--- src/rtl/fifo_rd_skid_pkg.sv ---
// Shared state encoding for two-entry (main + skid) valid/ready output stages.
package fifo_rd_skid_pkg;

    typedef enum logic [1:0] {
        ST_EMPTY = 2'd0,
        ST_ONE   = 2'd1,
        ST_TWO   = 2'd2
    } skid_state_e;

    localparam int unsigned SKID_DEPTH = 2;

    // The state encoding doubles as the held-entry count.
    function automatic logic [1:0] skid_occupancy(input skid_state_e st);
        return st;
    endfunction

endpackage

--- src/rtl/fifo_rd_skid.sv ---
// Registered valid/ready read stage behind a first-word-fall-through fifo;
// main + skid entries keep m_ready_i off the fifo pop path.
module fifo_rd_skid
    import fifo_rd_skid_pkg::*;
#(
    parameter int unsigned DATA_WIDTH = 8
) (
    input  logic                  clk,
    input  logic                  rst_n,
    input  logic [DATA_WIDTH-1:0] fifo_data_i,
    input  logic                  fifo_empty_i,
    output logic                  fifo_rd_valid_o,
    output logic [DATA_WIDTH-1:0] m_data_o,
    output logic                  m_valid_o,
    input  logic                  m_ready_i,
    output logic [1:0]            occupancy_o
);

    skid_state_e           state_q, state_d;
    logic [DATA_WIDTH-1:0] main_q, skid_q;
    logic                  pop, accept;
    logic                  load_main, main_from_skid, load_skid;

    // Pop depends only on registered state, so ready never reaches the fifo.
    assign pop    = !fifo_empty_i && (state_q != ST_TWO);
    assign accept = (state_q != ST_EMPTY) && m_ready_i;

    always_comb begin
        state_d        = state_q;
        load_main      = 1'b0;
        main_from_skid = 1'b0;
        load_skid      = 1'b0;
        case (state_q)
            ST_EMPTY: begin
                if (pop) begin
                    state_d   = ST_ONE;
                    load_main = 1'b1;
                end
            end
            ST_ONE: begin
                if (pop && accept) begin
                    load_main = 1'b1;
                end else if (pop) begin
                    state_d   = ST_TWO;
                    load_skid = 1'b1;
                end else if (accept) begin
                    state_d = ST_EMPTY;
                end
            end
            ST_TWO: begin
                if (accept) begin
                    state_d        = ST_ONE;
                    load_main      = 1'b1;
                    main_from_skid = 1'b1;
                end
            end
            default: state_d = ST_EMPTY;
        endcase
    end

    always_ff @(posedge clk or negedge rst_n) begin
        if (!rst_n) begin
            state_q <= ST_EMPTY;
            main_q  <= '0;
            skid_q  <= '0;
        end else begin
            state_q <= state_d;
            if (load_main) begin
                main_q <= main_from_skid ? skid_q : fifo_data_i;
            end
            if (load_skid) begin
                skid_q <= fifo_data_i;
            end
        end
    end

    assign fifo_rd_valid_o = pop;
    assign m_valid_o       = (state_q != ST_EMPTY);
    assign m_data_o        = main_q;
    assign occupancy_o     = skid_occupancy(state_q);

endmodule

--- config.mk ---
export PLATFORM = sky130hd
export DESIGN_NAME = fifo_rd_skid
export DESIGN_NICKNAME = d
export VERILOG_FILES = /design/src/rtl/fifo_rd_skid_pkg.sv /design/src/rtl/fifo_rd_skid.sv
export SDC_FILE = /design/constraint.sdc
export NUM_CORES = 1
export LEC_CHECK = 0
export BUFFER_PORTS_ARGS = -buffer_cell sky130_fd_sc_hd__buf_2
export CORE_ASPECT_RATIO = 1.25
export CORE_MARGIN = 2
export CORE_UTILIZATION = 28
export DETAILED_ROUTE_END_ITERATION = 6
export GPL_TIMING_DRIVEN = 0
export HOLD_SLACK_MARGIN = 0.12
export PLACE_DENSITY_LB_ADDON = 0.2
export RECOVER_POWER = 100
export SETUP_SLACK_MARGIN = 0.2
export SLEW_MARGIN = 20
export SYNTH_ARGS = -nofsm -noshare
export SYNTH_HDL_FRONTEND = slang
export SYNTH_SLANG_ARGS = --single-unit
export TNS_END_PERCENT = 100
--- constraint.sdc ---
create_clock -name clk -period 2.3 [get_ports clk]
set_input_delay 0.115 -clock clk [delete_from_list [all_inputs] [get_ports clk]]
set_output_delay 0.115 -clock clk [all_outputs]
set_load 0.005 [all_outputs]
# --- Word level (Yosys, flattened, before mapping) ---
# Cells that the tools add are included.
classes:
  reduce_logical: 7
  n_mux: 14
  n_eq_ne: 7
op_table:
  columns: ["operator", "n"]
  rows:
  - ["$mux 2", 5]
  - ["$mux 8", 1]
  - ["$ne 2x2->1 const B", 4]
  - ["$mux 1", 6]
  - ["$pmux 2 s3", 1]
  - ["$reduce_and 4->1", 1]
  - ["$logic_and 1x1->1", 3]
  - ["$ne 3x3->1 const B", 1]
  - ["$pmux 1 s3", 1]
  - ["$eq 2x1->1 const B", 1]
  - ["$eq 2x2->1 const B", 1]
  - ["$logic_not 2->1", 1]
  - ["$reduce_bool 2->1", 1]
  - ["$logic_not 1->1", 1]
word_totals:
  elab_cells: 31
  ff_bits: 18
  out_inout_bits: 12
  input_bits: 12

# --- Logic depth before layout (Yosys ltp) ---
# Gate-level depths: netlist (run 1).
logic_depth:
  ltp_word: 6
  mapped_depth: 4
  depth_no_buf: 4

# --- Least setup slack after synthesis (run 1) ---
# OpenSTA, ideal clock, no wires.
synth_path:
  kind: "register to register"
  start: "reg state_q[1] (netlist: occupancy_o[1])"
  end: "reg skid_q[0]"
  required_time_ns: 2.175
  path_buffers: 1
  period_less_slack_ns: 1.485
  path_slack_ns: 0.815
  arrival_ns: 1.360
  path_stages_with_launch: 5
  setup_ns: 0.125
  cell_sequence: "dfrtp_1 nor2_1 and2_1 buf_4 mux2_2"
synth_via:
  elab_chain_cells: 5
  elab_cells_between_ends: 9
  cone_classes: "eq/ne: 2; mux: 3; reduce/logical: 4"
synth_rtl:
  columns: ["item", "line", "rtl"]
  rows:
  - ["start, declared", "fifo_rd_skid.sv:19", "skid_state_e state_q, state_d;"]
  - ["start signal, assigned", "fifo_rd_skid.sv:67", "state_q <= state_d;"]
  - ["$ne 2x2->1 / $reduce_bool 2->1 (equally long branches)", "fifo_rd_skid.sv:25, fifo_rd_skid.sv:26", null]
  - ["$logic_and 1x1->1 (on tied branches)", "fifo_rd_skid.sv:25, fifo_rd_skid.sv:26", null]
  - ["$mux 1 / $logic_and 1x1->1 (equally long branches)", "fifo_rd_skid.sv:43, fifo_rd_skid.sv:41", null]
  - ["$mux 1", "fifo_rd_skid.sv:41", "if (pop && accept) begin"]
  - ["$mux 1 (*)", "fifo_rd_skid.sv:33", "case (state_q)"]
  - ["end signal, assigned", "fifo_rd_skid.sv:72", "skid_q <= fifo_data_i;"]
  - ["end, declared", "fifo_rd_skid.sv:20", "logic [DATA_WIDTH-1:0] main_q, skid_q;"]
# Every way passes the cells marked *; elsewhere a longest branch is shown, timed or not.
# A chain may end at the register's enable or synchronous reset.

# --- Worst setup path after layout (run 1) ---
layout_path:
  start: "reg state_q[1] (netlist: occupancy_o[1])"
  end: "reg skid_q[2]"
# Same word-level chain as after synthesis.

==> results.toml, run 1 <==
[pwr]
irDropWorstVdd_uv = 392
power_density_nw_per_um2 = 813
leakagePower_nw = 0.491
power.total_w = 0.000889

[cells_and_area]
num_antenna_cells = 0
final_cells = 128
utilization = 0.378
nets = 106
layout-drive-gt1-share = 0.554
fin_area_um2 = 1090
area_growth_pct = 30.3

[job]
cap_violations = 0

[drt]
wl_per_cell_um = 11.8
drc_errors = 0
ant_nets = 0
drt_iter0_drc = 6
dr_total_vias = 566
via_per_inst = 4.42
wirelength_um = 1510
firstDrtPassIters = 3

[placement]
dp.cells = 115
gp_congestion = 0.638
port-buffer-count = 23
dpl-instance-area_um2 = 1000
dp.final_hpwl_um = 1030

[floorplan]
core-area_um2 = 2890
initial_core_util = 0.290
die_w_um = 53.0
rows = 22
dieHeight_um = 65.2
dieArea_um2 = 3460
io_pins = 24

[timing]
finClkSkew_ns = 0.000757
final.setup.tns_ns = 0
report.final.slew_viol_count = 0
finalSetupViolCount = 0
worst_pin_slew_ns = 0.978
slew_headroom = 0.348
max_freq_ghz = 0.574
grt_setup_unrepaired = "false"
finalCriticalPeriod_ns = 1.74
hold_viol = 0
fin_crit_sh = 0.757

[synthesis]
yosysTopAreaCell = "dfrtp_1"
synth_warnings = 0
synth_enable_flop_cells = 0
syn_area_per_cell_um2 = 15.0
synth_area_um2 = 840
ys_seq_elements = 18
ys_async_sr_fraction = 1.00
synth_top_area_frac = 0.537
ys_seq_area_frac = 0.537
yosys-top-cells-count = "mux2_2 (24), dfrtp_1 (18), nor2_1 (3)"
syn-num-nets = 68
netlist_instances = 56
yosysUniqueCellTypes = 14
synthFlopType = "dfrtp_1"
yosysMostFrequentCell = "mux2_2"
yosys-top-cells-area = "dfrtp_1 (54%), mux2_2 (32%), a2bb2oi_4 (3.1%)"

[run_status]
outcome = "finished clean"

[clock_network]
clockBufferDepth = 2
clock_latency_ns = 0.28
htree_levels = 1
cts_tree = "yes"
clk_pin_slew_worst_paths_ns = 0.10
cts_root_buffer = "clkbuf_4"
postCtsSetupBuffers = 0
ctsResizeCount = 0
cts_buffers = 3
cts_sinks = 18

[worst_hold_path]
min_path_type = "input port to flip-flop"
hold_path_depth = 3

[critical_path]
crit_type = "flip-flop to flip-flop"
cp_data_arrival_time_ns = 1.92
required_ns = 2.48
end_kind = "flip-flop"
worstPathMaxFanout = 8
r2r_cells = 4
startpoint_type = "flip-flop"

[global_route]
grt_max_degree = 19
first_global_vias = 581
grt.total_usage = 0.102
antenna_found_initial = 0
grt_pass1_wl_um = 2550
grt_overflow = 0
layout make-up:
cell class,count,area (µm²)
timing repair buffer,33,213
clock buffer,3,22.5
sequential,18,450
fill,293,1800
tap,36,45.0
buffer,1,3.75
multi-input combinational,37,359
where the power goes:
group | switching, W | total [W] | internal [W]
logic | 0.0000927 | 0.000260 | 0.000168
clock network | 0.0000901 | 0.000151 | 0.0000607
registers | 0.0000534 | 0.000477 | 0.000424
kinds of logic (layout without fill, tap and decap cells):
family          after synthesis  count (layout)  share of synthesized area
mux                          25              25                      0.334
flops                        18              18                      0.537
simple gates                  8               8                     0.0656
compound gates                4               4                     0.0551
buf+inv                       1              37                    0.00895
routing by layer:
metal / wire, µm / share of wire / GRT usage
met5: 0 / 0 / 0
met4: 14 / 0.0093 / 0.0577
met3: 80 / 0.053 / 0.0136
met2: 758 / 0.50 / 0.169
met1: 654 / 0.43 / 0.126
sequential cells by signal, summed over array words and instances, names as in the netlist:
| register | flops |
|---|---|
| m_data_o | 8 |
| occupancy_o | 2 |
| skid_q | 8 |
what timing repair did:
| action | 4_1_cts | 5_1_grt |
|---|---|---|
| setup endpoints to repair | 0 | 0 |
| hold buffers | 10 | 0 |
| endpoints found under the hold margin | 27 | 0 |
placed cells by master (no fill, tap or decap):
cell type      count
nor2b_1            2
nor2_1             3
clkbuf_1           3
a2bb2oi_2          1
mux2_2            24
and2_0             1
buf_2             21
dlygate4sd3_1     10
o22ai_1            1
dfrtp_1           18
a21oi_1            2
mux2i_1            1
clkbuf_4           3
or2_2              1
nand2_4            1
path summary, 6_finish.rpt:
| path | end | from | slack [ns] |
|---|---|---|---|
| worst max-delay path | skid_q[2] | occupancy_o[1] | 0.56 |
| worst min-delay path | occupancy_o[0] | fifo_empty_i | 0.19 |
| worst max register to register | skid_q[2] | occupancy_o[1] | 0.56 |
| worst min register to register | m_data_o[0] | m_data_o[0] | 0.51 |
| max in group asynchronous | skid_q[3] | rst_n | 1.19 |
| min in group asynchronous | m_data_o[4] | rst_n | 0.52 |
through the flow:
step	setup slack, ns	hold WS, ns
6_report	0.558	0.190
5_1_grt	0.408	0.189
4_1_cts	0.656	0.187
3_5_place_dp	0.693	0.0757
3_3_place_gp	0.707	0.0674
2_1_floorplan	0.815	-0.181
critical path, stage by stage (launching register included):
cell,delay (ns)
dfrtp_1,0.44
nor2_1,0.26
and2_0,0.17
clkbuf_1,0.37
mux2_2,0.39
No activity file was read; power rests on OpenSTA's default activity.
==> inputs of run 2 (changes only) <==
- clock period: 2.3 -> 1.5 ns (I/O delays scaled with it)
==> run 2 against run 1 <==
Cell area increased by 17%. Clock skew is 0.0018 ns higher. Clock-buffer cell count rose by 1. Highest routed layer unchanged. Global-route usage increased by 0.83 points. Wire length up 19%. Cell count rose by 7.0%. Critical endpoint is now m_data_o[0]. Register-to-register slack worse by 0.51 ns. First-iteration DRC count down 17%. Utilization up 6.5 points.
==> results.toml, run 2 (synthesis gave the netlist of run 1 again) <==
[run_status]
outcome = "finished clean"

[critical_path]
cp_slowest_cell = "dfrtp_2"
r2r_cells = 4
max_stage_delay_ns = 0.46
r2r-start = "occupancy_o[1]"
startpoint_type = "flip-flop"
required_ns = 1.68
cp_top_family = "multiplexers"
worstPathMaxFanout = 8
crit_type = "flip-flop to flip-flop"
cp_data_arrival_time_ns = 1.63
crit_buf_inv = 0
reg2reg_slack_ns = 0.05
end_kind = "flip-flop"
rr_endpoint = "m_data_o[0]"
cp_common_cell = "mux2_2"
worstPathCellList = "nor2b_4, nand2_4, mux2_2, mux2_2"

[drt]
via_per_inst = 4.38
wirelength_um = 1790
wl_per_cell_um = 13.1
ant_nets = 0
drc_errors = 0
drt_iter0_drc = 5
firstDrtPassIters = 2
dr_total_vias = 600

[clock_network]
cts_sinks = 18
clockBufferDepth = 2
htree_levels = 1
clock_latency_ns = 0.28
cts_buffers = 3
clk_pin_slew_worst_paths_ns = 0.10
cts_tree = "yes"
cts_root_buffer = "clkbuf_4"

[cells_and_area]
area_growth_pct = 52.6
nets = 114
layout-drive-gt1-share = 0.653
num_antenna_cells = 0
final_cell_mix = "buf_2 (19), dfrtp_1 (16), mux2_2 (13)"
nFillCells = 286
utilization = 0.443
final_cells = 137
final_common_cell = "buf_2"

[timing]
report.final.slew_viol_count = 0
slew_headroom = 0.355
worst_pin_slew_ns = 0.967
max_freq_ghz = 0.689
hold_viol = 0
fin_hold_ws_ns = 0.232
finClkSkew_ns = 0.00258
fin_crit_sh = 0.967
finalCriticalPeriod_ns = 1.45
grt_setup_unrepaired = "true"
finalSetupViolCount = 0

[floorplan]
rows = 22
core-area_um2 = 2890
die_w_um = 53.0
io_pins = 24
dieArea_um2 = 3460
dieHeight_um = 65.2
initial_core_util = 0.290

[job]
cap_violations = 0

[pwr]
pwr-share-seq = 0.463
power_frac_clock = 0.179
power.total_w = 0.00161
irDropWorstVdd_uv = 789
internal-power_w = 0.00119
p_comb_frac = 0.358
switchingPower_w = 0.000420
power_density_nw_per_um2 = 1250
leakagePower_nw = 0.597
p_sw_frac = 0.261

[global_route]
grt_overflow = 0
grt.total_usage = 0.111
antenna_found_initial = 0
first_global_vias = 579
grt_max_degree = 19
grt_pass1_wl_um = 2720

[placement]
port-buffer-count = 23
dp.final_hpwl_um = 1080
gp_congestion = 0.645
dp.cells = 115

[worst_hold_path]
hold_path_depth = 3
holdPathEnd = "occupancy_o[0]"
worstHoldStart = "fifo_empty_i"
min_path_type = "input port to flip-flop"
==> run 2: changes by cell type in the layout (fill, tap and decap cells not counted), sizes merged <==
cell | before | now
buf | 21 | 28
clkbuf | 6 | 8
==> run 2: area by class of cell <==
| cell class | instances | area [µm²] | area share |
|---|---|---|---|
| Sequential cell | 18 | 453 | 0.354 |
| Multi-Input combinational cell | 37 | 440 | 0.344 |
| Timing Repair Buffer | 41 | 287 | 0.224 |
| Tap cell | 36 | 45.0 | 0.0352 |
| Clock buffer | 4 | 36.3 | 0.0283 |
| Buffer | 1 | 20.0 | 0.0156 |
==> run 2: layer usage <==
layer / wire length [µm] / vias up / track usage
li1: - / 290 / -
met1: 821 / 293 / 0.140
met2: 875 / 15 / 0.180
met3: 78 / 2 / 0.0227
met4: 17 / 0 / 0.0481
met5: 0 / - / 0
==> run 2: repair_timing <==
item / in CTS / in global routing
gates cloned: 0 / 0
buffers inserted: 6 / 2
hold buffers: 10 / 0
setup endpoints to repair: 16 / 18
endpoints found under the hold margin: 27 / 0
resized for setup: 14 / 5
pin swaps: 2 / 1
==> run 2: how the worst max path moves through the flow <==
stage	startpoint	to	slack [ns]	depth (start not counted)
finish	occupancy_o[1]	m_data_o[0]	0.05	4
global route	occupancy_o[1]	m_data_o[4]	-0.001	4
CTS	occupancy_o[1]	m_data_o[3]	0.04	4
detailed placement	occupancy_o[1]	m_data_o[3]	0.02	4
global placement	occupancy_o[1]	m_data_o[3]	0.03	4
floorplan	occupancy_o[1]	m_data_o[0]	0.12	4
==> run 2: power groups by stage <==
stage	logic, W	registers [W]	clock network, W
2_1_floorplan	0.000259	0.000749	0
3_3_place_gp	0.000410	0.000749	0
3_5_place_dp	0.000419	0.000755	0
4_1_cts	0.000571	0.000743	0.000307
5_1_grt	0.000621	0.000765	0.000318
6_report	0.000576	0.000744	0.000287
==> run 2: worst register-to-register path, cell delays in order (launching register included) <==
cell     delay, ns
dfrtp_2       0.46
nor2b_4       0.15
nand2_4       0.14
mux2_2        0.35
mux2_2        0.25
==> run 2: per-stage QoR <==
| step | worst slack [ns] | TNS [ns] | cell area (µm²) |
|---|---|---|---|
| CTS | 0.0377 | 0 | 1250 |
| finish | 0.0493 | 0 | 1280 |
| global route | -0.00127 | -0.00179 | 1280 |
| detailed placement | 0.0175 | 0 | 1010 |
| global placement | 0.0253 | 0 | 1010 |
| floorplan | 0.123 | 0 | 850 |
